### config.mk
export PLATFORM = sky130hd
export DESIGN_NAME = ahb_rif_arbiter
export DESIGN_NICKNAME = d
export VERILOG_FILES = /design/src/rtl/ahb_rif_arbiter.sv
export SDC_FILE = /design/constraint.sdc
export NUM_CORES = 1
export LEC_CHECK = 0
export CAP_MARGIN = 5
export CORE_MARGIN = 1
export CORE_UTILIZATION = 30
export CTS_CLUSTER_DIAMETER = 30
export DETAILED_ROUTE_END_ITERATION = 10
export MAX_ROUTING_LAYER = met4
export PLACE_DENSITY = 0.81
export SYNTH_ARGS = -nofsm -noshare
export SYNTH_HDL_FRONTEND = slang
export SYNTH_SLANG_ARGS = --single-unit
### constraint.sdc
create_clock -name HCLK -period 2.2 [get_ports HCLK]
set_input_delay 0.44 -clock HCLK [delete_from_list [all_inputs] [get_ports HCLK]]
set_output_delay 0.44 -clock HCLK [all_outputs]
set_load 0.02 [all_outputs]
### src/rtl/ahb_rif_arbiter.sv
// Round-robin arbiter multiplexing NUM_REQ requesters onto a single RIF port,
// with registered responses and optional bounded exclusive (locked) sequences.
module ahb_rif_arbiter #(
  parameter int NUM_REQ    = 2,
  parameter int ADDR_WIDTH = 12,
  parameter int DATA_WIDTH = 32,
  parameter int BYTE_COUNT = DATA_WIDTH/8,
  parameter int MAX_LOCK   = 4
) (
  input  logic                             HCLK,
  input  logic                             HRESETn,
  input  logic [NUM_REQ-1:0]               i_req_valid,
  input  logic [NUM_REQ-1:0]               i_req_write,
  input  logic [NUM_REQ-1:0]               i_req_lock,
  input  logic [NUM_REQ*ADDR_WIDTH-1:0]    i_req_addr,
  input  logic [NUM_REQ*BYTE_COUNT-1:0]    i_req_wstrb,
  input  logic [NUM_REQ*DATA_WIDTH-1:0]    i_req_wdata,
  output logic [NUM_REQ-1:0]               o_req_ready,
  output logic [NUM_REQ-1:0]               o_rsp_valid,
  output logic [DATA_WIDTH-1:0]            o_rsp_rdata,
  output logic                             o_rsp_err,
  output logic [ADDR_WIDTH-1:0]            o_rif_addr,
  input  logic                             i_rif_addr_valid,
  output logic                             o_rif_wr_req,
  output logic                             o_rif_rd_req,
  output logic [BYTE_COUNT-1:0]            o_rif_wstrb,
  output logic [DATA_WIDTH-1:0]            o_rif_wdata,
  input  logic [DATA_WIDTH-1:0]            i_rif_rdata
);

  localparam int PTR_W   = (NUM_REQ > 1) ? $clog2(NUM_REQ) : 1;
  localparam int CNT_W   = $clog2(MAX_LOCK + 1);
  localparam bit LOCK_EN = (MAX_LOCK > 1);

  typedef enum logic {
    ST_ARB    = 1'b0,
    ST_LOCKED = 1'b1
  } state_t;

  state_t                r_state;
  logic [PTR_W-1:0]      r_ptr;
  logic [PTR_W-1:0]      r_owner;
  logic [CNT_W-1:0]      r_lock_cnt;
  logic [NUM_REQ-1:0]    r_rsp_valid;
  logic [DATA_WIDTH-1:0] r_rsp_rdata;
  logic                  r_rsp_err;

  logic                  w_gnt_any;
  logic [PTR_W-1:0]      w_gnt_idx;
  logic                  w_sel_write;
  logic                  w_sel_lock;
  logic                  w_lock_done;

  function automatic logic [PTR_W-1:0] f_next(input logic [PTR_W-1:0] idx);
    if (int'(idx) + 1 >= NUM_REQ) return '0;
    return idx + 1'b1;
  endfunction

  // Descending scan so the last hit is the first valid index at or after r_ptr.
  always_comb begin
    int c;
    c         = 0;
    w_gnt_any = 1'b0;
    w_gnt_idx = '0;
    if (r_state == ST_LOCKED) begin
      if (i_req_valid[r_owner]) begin
        w_gnt_any = 1'b1;
        w_gnt_idx = r_owner;
      end
    end else begin
      for (int k = NUM_REQ - 1; k >= 0; k--) begin
        c = int'(r_ptr) + k;
        if (c >= NUM_REQ) c = c - NUM_REQ;
        if (i_req_valid[c]) begin
          w_gnt_any = 1'b1;
          w_gnt_idx = PTR_W'(c);
        end
      end
    end
  end

  generate
    for (genvar gi = 0; gi < NUM_REQ; gi++) begin : g_ready
      assign o_req_ready[gi] = w_gnt_any && (w_gnt_idx == PTR_W'(gi));
    end
  endgenerate

  assign w_sel_write  = i_req_write[w_gnt_idx];
  assign w_sel_lock   = i_req_lock[w_gnt_idx];
  assign w_lock_done  = !w_sel_lock || (int'(r_lock_cnt) + 1 == MAX_LOCK);

  assign o_rif_wr_req = w_gnt_any &&  w_sel_write;
  assign o_rif_rd_req = w_gnt_any && !w_sel_write;
  assign o_rif_addr   = w_gnt_any ? i_req_addr[w_gnt_idx*ADDR_WIDTH +: ADDR_WIDTH] : '0;
  assign o_rif_wstrb  = w_gnt_any ? i_req_wstrb[w_gnt_idx*BYTE_COUNT +: BYTE_COUNT] : '0;
  assign o_rif_wdata  = w_gnt_any ? i_req_wdata[w_gnt_idx*DATA_WIDTH +: DATA_WIDTH] : '0;

  assign o_rsp_valid  = r_rsp_valid;
  assign o_rsp_rdata  = r_rsp_rdata;
  assign o_rsp_err    = r_rsp_err;

  always_ff @(posedge HCLK or negedge HRESETn) begin
    if (!HRESETn) begin
      r_state     <= ST_ARB;
      r_ptr       <= '0;
      r_owner     <= '0;
      r_lock_cnt  <= '0;
      r_rsp_valid <= '0;
      r_rsp_rdata <= '0;
      r_rsp_err   <= 1'b0;
    end else begin
      r_rsp_valid <= o_req_ready;
      if (w_gnt_any) begin
        r_rsp_rdata <= w_sel_write ? '0 : i_rif_rdata;
        r_rsp_err   <= !i_rif_addr_valid;
      end
      case (r_state)
        ST_ARB: begin
          if (w_gnt_any) begin
            if (LOCK_EN && w_sel_lock) begin
              r_state    <= ST_LOCKED;
              r_owner    <= w_gnt_idx;
              r_lock_cnt <= CNT_W'(1);
            end else begin
              r_ptr <= f_next(w_gnt_idx);
            end
          end
        end
        ST_LOCKED: begin
          // Owner dropping valid ends the lock with an idle cycle.
          if (w_gnt_any && !w_lock_done) begin
            r_lock_cnt <= r_lock_cnt + 1'b1;
          end else begin
            r_state    <= ST_ARB;
            r_ptr      <= f_next(r_owner);
            r_lock_cnt <= '0;
          end
        end
        default: r_state <= ST_ARB;
      endcase
    end
  end

endmodule
### Yosys cells after proc, flatten, opt, wreduce, memory -nomap -nowiden

Index checks and enable logic that the tools add are counted.

| word-level totals | value |
|---|---|
| logic and storage cells | 99 |
| output and inout bits | 87 |
| register bits | 41 |
| bits of input ports | 137 |

| cells by class | value |
|---|---|
| $lt $le $gt $ge | 8 |
| multiply operators | 1 |
| eq/ne operators | 5 |
| multiplexer cells | 51 |
| add/subtract/negate cells | 9 |
| reduce and logical (&&, ||, !) cells | 13 |
| shifts and indexed selects | 3 |
| bitwise operators | 2 |

Operators with widths:

| cell | count |
|---|---|
| 32-bit 2-to-1 mux | 6 |
| 32-bit by 3-bit less-than comparator with 1-bit output, second input constant | 2 |
| 64-bit by 7-bit variable part select with 32-bit output | 1 |
| 1-bit 2-to-1 mux | 37 |
| 24-bit by 6-bit variable part select with 12-bit output | 1 |
| 12-bit 2-to-1 mux | 1 |
| 3-bit 2-to-1 mux | 3 |
| 2-bit inequality test, second input constant | 4 |
| 8-bit by 4-bit variable part select with 4-bit output | 1 |
| 1-bit by 1-bit adder with 2-bit output, second input constant | 3 |
| 2-bit greater-or-equal comparator, second input constant | 3 |
| 3-bit one-hot mux with 2 select lines | 1 |
| 3-bit AND reduction | 2 |
| 1-bit logical AND | 5 |
| 3-bit by 1-bit adder with 4-bit output, second input constant | 1 |
| 4-bit by 3-bit equality test with 1-bit output, second input constant | 1 |
| 1-bit zero test | 4 |
| 1-bit by 2-bit less-than comparator with 1-bit output, second input constant | 2 |
| 4-bit 2-to-1 mux | 1 |
| 1-bit one-hot mux with 2 select lines | 2 |
| 3-bit by 1-bit adder with 3-bit output, second input constant | 1 |
| 1-bit by 2-bit multiplier with 3-bit output, second input constant | 1 |
| 1-bit by 2-bit subtractor with 3-bit output, second input constant | 1 |
| 2-bit by 2-bit subtractor with 3-bit output, second input constant | 1 |
| other kinds (5) | 7 |

### Logic depth before layout (Yosys ltp)

| depth | value |
|---|---|
| depth in word-level cells | 21 |
| gate-level depth with buffers | 7 |
| depth with buffers taken out | 6 |

### Worst setup path after synthesis

OpenSTA, ideal clock, no wires.

| timing | value |
|---|---|
| path type | in2out |
| start | input i_req_valid[1] |
| end | output o_rif_wdata[11] |
| cell stages on the path | 6 |
| slack | 0.022 ns |
| buffers on the path | 2 |
| arrival time | 1.738 ns |
| required time | 1.760 ns |
| cell sequence | mux2i_1 > a21oi_1 > buf_2 > buf_2 > nand2_1 > o21ai_0 |

| on the way | value |
|---|---|
| cells in the longest elaborated chain, start to end | 8 |
| elaborated cells on any way between the ends | 18 |
| classes of those cells | 1 x shift; 17 x mux |

Ends and longest elaborated chain:

| what | RTL line | source |
|---|---|---|
| from (decl) | 12 | `input logic [NUM_REQ-1:0] i_req_valid,` |
| 1-bit 2-to-1 mux (not written as such) (3 in series) | 74 | `if (i_req_valid[c]) begin` |
| 1-bit 2-to-1 mux (2 in series) | 74 |  |
| 1-bit 2-to-1 mux | 65 | `if (r_state == ST_LOCKED) begin` |
| 64-bit by 7-bit variable part select with 32-bit output | 96 | `assign o_rif_wdata = w_gnt_any ? i_req_wdata[w_gnt_idx*DATA_WIDTH +: DATA_WIDTH] : '0;` |
| 32-bit 2-to-1 mux (*) | 96 |  |
| to (decl) | 27 | `output logic [DATA_WIDTH-1:0] o_rif_wdata,` |

Mark *: on every way between the ends. The rest lies on a longest branch, timed or not. The select of a mux whose other input is x is not followed.

### Worst setup path after layout

| timing | value |
|---|---|
| start | register r_owner |
| end | output o_rif_addr[7] |

| on the way | value |
|---|---|
| cells in the longest elaborated chain, start to end | 7 |
| elaborated cells on any way between the ends | 9 |
| classes of those cells | 1 x mul; 1 x shift; 7 x mux |

Ends and longest elaborated chain:

| what | RTL line | source |
|---|---|---|
| from (decl) | 42 | `logic [PTR_W-1:0] r_owner;` |
| from (signal assigned) | 122 | `r_owner <= w_gnt_idx;` |
| 1-bit 2-to-1 mux (not written as such) (2 in series) | 66 | `if (i_req_valid[r_owner]) begin` |
| 1-bit 2-to-1 mux | 66 |  |
| 1-bit 2-to-1 mux | 65 |  |
| 1-bit by 2-bit multiplier with 3-bit output | 94 | `assign o_rif_addr = w_gnt_any ? i_req_addr[w_gnt_idx*ADDR_WIDTH +: ADDR_WIDTH] : '0;` |
| 24-bit by 6-bit variable part select with 12-bit output | 94 |  |
| 12-bit 2-to-1 mux (*) | 94 |  |
| to (decl) | 22 | `output logic [ADDR_WIDTH-1:0] o_rif_addr,` |

Marks and branches as above.

==> impl_metrics.json <==
{
  "n_antenna_cell": 0,
  "timing.rr.start": "r_ptr",
  "critPathMaxFanout": 9,
  "ir_drop_mv": 0.631,
  "reg2reg_depth": 7,
  "wl_per_cell_um": 16.8,
  "path_clk_slew_ps": 80,
  "die_w_um": 89.3,
  "totalWireLength_um": 10300,
  "cts.sinks": 41,
  "rrSetupSlack_ps": 60,
  "antenna_found_initial": 0,
  "max_freq_mhz": 434,
  "cp_slowest_stage_delay_ps": 450,
  "syn_area_per_cell_sq_um": 8.11,
  "gp_congestion": 0.904,
  "period_minus_slack_ps": 2300,
  "hold_path.class": "in -> async",
  "crit_top_cell": "buf_4",
  "syn_nets": 421,
  "die_area_sq_um": 7980,
  "critical_path.top_delay_family": "flip-flops",
  "final_nets": 652,
  "drive_gt1_share_pct": 25.7,
  "cp.required_ps": 1760,
  "htreeDepth": 2,
  "core-area_sq_um": 7290,
  "finClkSkew_ps": 5.13,
  "clk_latency_ps": 290,
  "clockBufferDepth": 2,
  "die_height_um": 89.3,
  "setup_viol": 37,
  "finalWorstSetupSlack_ps": -102,
  "ys_seq_area_share_pct": 44.9,
  "hold_viol": 0,
  "synth.distinct_cells": 27,
  "ys.flop_type": "dfrtp_1",
  "critPathBufInv": 3,
  "power_mw": 4.64,
  "dp_slack_ps": -802,
  "period_share_pct": 105,
  "final_common_cell": "clkdlybuf4s50_1",
  "vias": 3038,
  "power_density_nw_per_um2": 896,
  "syn_area_sq_um": 2290,
  "r2r-end": "r_lock_cnt[2]",
  "final_core_utilization_pct": 71.1,
  "hold_buffers": 0,
  "critPathLaunchType": "flip-flop",
  "crit_arrival_ps": 1860,
  "critPathKind": "reg -> out",
  "status": "complete, but fails checks",
  "place_area_sq_um": 4670,
  "rows": 31,
  "synth_cells": 282,
  "dp_hpwl_um": 6890,
  "maxSlewViolCount": 0,
  "cts_buffers": 5,
  "start_util_pct": 31.4,
  "grt_max_degree": 42,
  "violations": "setup timing",
  "async_reset_ff_share_pct": 100,
  "ios": 224,
  "slew-limit-headroom_pct": 41.6,
  "viasPerCell": 4.96,
  "grt_first_pass_wirelength_um": 13600,
  "ys_warn_count": 0,
  "grt_pass1_vias": 2836,
  "syn_to_final_growth_pct": 127,
  "worstSetupEndpointType": "output pin",
  "leakage_nw": 2.30,
  "grt_usage_pct": 23.0,
  "io_buffers": 223,
  "path_cells": "mux2i_4 -> a21oi_4 -> buf_4 -> buf_6 -> nand2_1 -> o21ai_1 -> buf_4",
  "worst_pin_slew_ps": 876,
  "synth_edf_count": 0,
  "critPathLaunch": "r_owner",
  "synth_seq_cells": 41,
  "drt_pass1_iterations": 4,
  "ant_nets": 0,
  "cts_tree": "built",
  "final_area_sq_um": 5180,
  "drt_iter0_drc": 72,
  "layout_common_cells": "168 x clkdlybuf4s50_1, 93 x nand2_1, 41 x dfrtp_1",
  "cap_violations": 0,
  "drc": 0,
  "rsz0062_at_grt": "true",
  "grt.overflow.total": 0,
  "crit_path_top_delay_cell": "dfrtp_1",
  "root_buffer": "clkbuf_8"
}
[cells in the mapped netlist, types with 2 or more instances]
master | number | area [sq um]
dfrtp_1 | 41 | 1030
mux2i_1 | 2 | 20.0
o21a_1 | 2 | 15.0
a21oi_1 | 2 | 10.0
nor2b_1 | 2 | 12.5
inv_1 | 2 | 7.51
ha_1 | 2 | 25.0
clkbuf_1 | 15 | 56.3
nor2_1 | 5 | 18.8
o21ai_1 | 3 | 15.0
o22ai_1 | 2 | 12.5
buf_2 | 8 | 40.0
nand2_1 | 99 | 372
o21ai_0 | 52 | 260
a22o_1 | 32 | 280
mux2_1 | 2 | 22.5
[sequential cells by signal, indices dropped and copies added (netlist names)]
signal       cells
o_rsp_rdata     32
r_lock_cnt       3
o_rsp_valid      2
o_rsp_err        1
r_owner          1
r_ptr            1
r_state          1
[metrics by stage]
step	std cells	hold WS [ps]	TNS, ps
after CTS	607	291	-487
after floorplan	282	144	0
final	613	267	-1160
after global routing	613	337	-4510
after global placement	592	462	-44810
after detailed placement	592	490	-46720
[metal layers]
layer / up-vias / global-route usage [%] / share of wire (%)
li1: 1439 / - / -
met1: 1420 / 26.8 / 40
met2: 165 / 38.8 / 49
met3: 14 / 6.37 / 9.5
met4: 0 / 6.78 / 1.7
met5: - / - / 0
[cell families after synthesis]
family	share of synthesized area, %
buffers and inverters	5.20
and+or+nand+nor	18.7
adders and majority gates	1.09
DFF	44.9
AOI/OAI and AO/OA	27.4
muxes	2.84
[worst max path at each step]
stage | to | cells past startpoint | slack, ps
3_5_place_dp | o_rif_wdata[10] | 6 | -800
2_1_floorplan | o_rif_wdata[11] | 6 | 20
4_1_cts | o_rif_rd_req | 5 | -50
3_3_place_gp | o_rif_wdata[2] | 6 | -780
6_report | o_rif_addr[7] | 7 | -100
5_1_grt | o_rif_addr[7] | 7 | -180
[power by group]
part	switching (mW)	internal, mW
combinational	1.43	1.43
sequential	0.136	0.930
clock	0.259	0.451
[final cells by class]
type,instances,area [sq um]
sequential,41,1030
tap,99,124
fill,564,2110
inverter,2,7.51
multi-input combinational,214,1350
timing repair buffer,249,2540
clock inverter,3,65.1
clock buffer,5,68.8
[what timing repair did]
action | CTS | global route
gates resized for setup | 318 | 109
pin swaps | 3 | 7
endpoints found under the setup margin | 56 | 53
cloned | 3 | 4
setup buffers | 4 | 4
No activity file was read; power rests on OpenSTA's default activity.
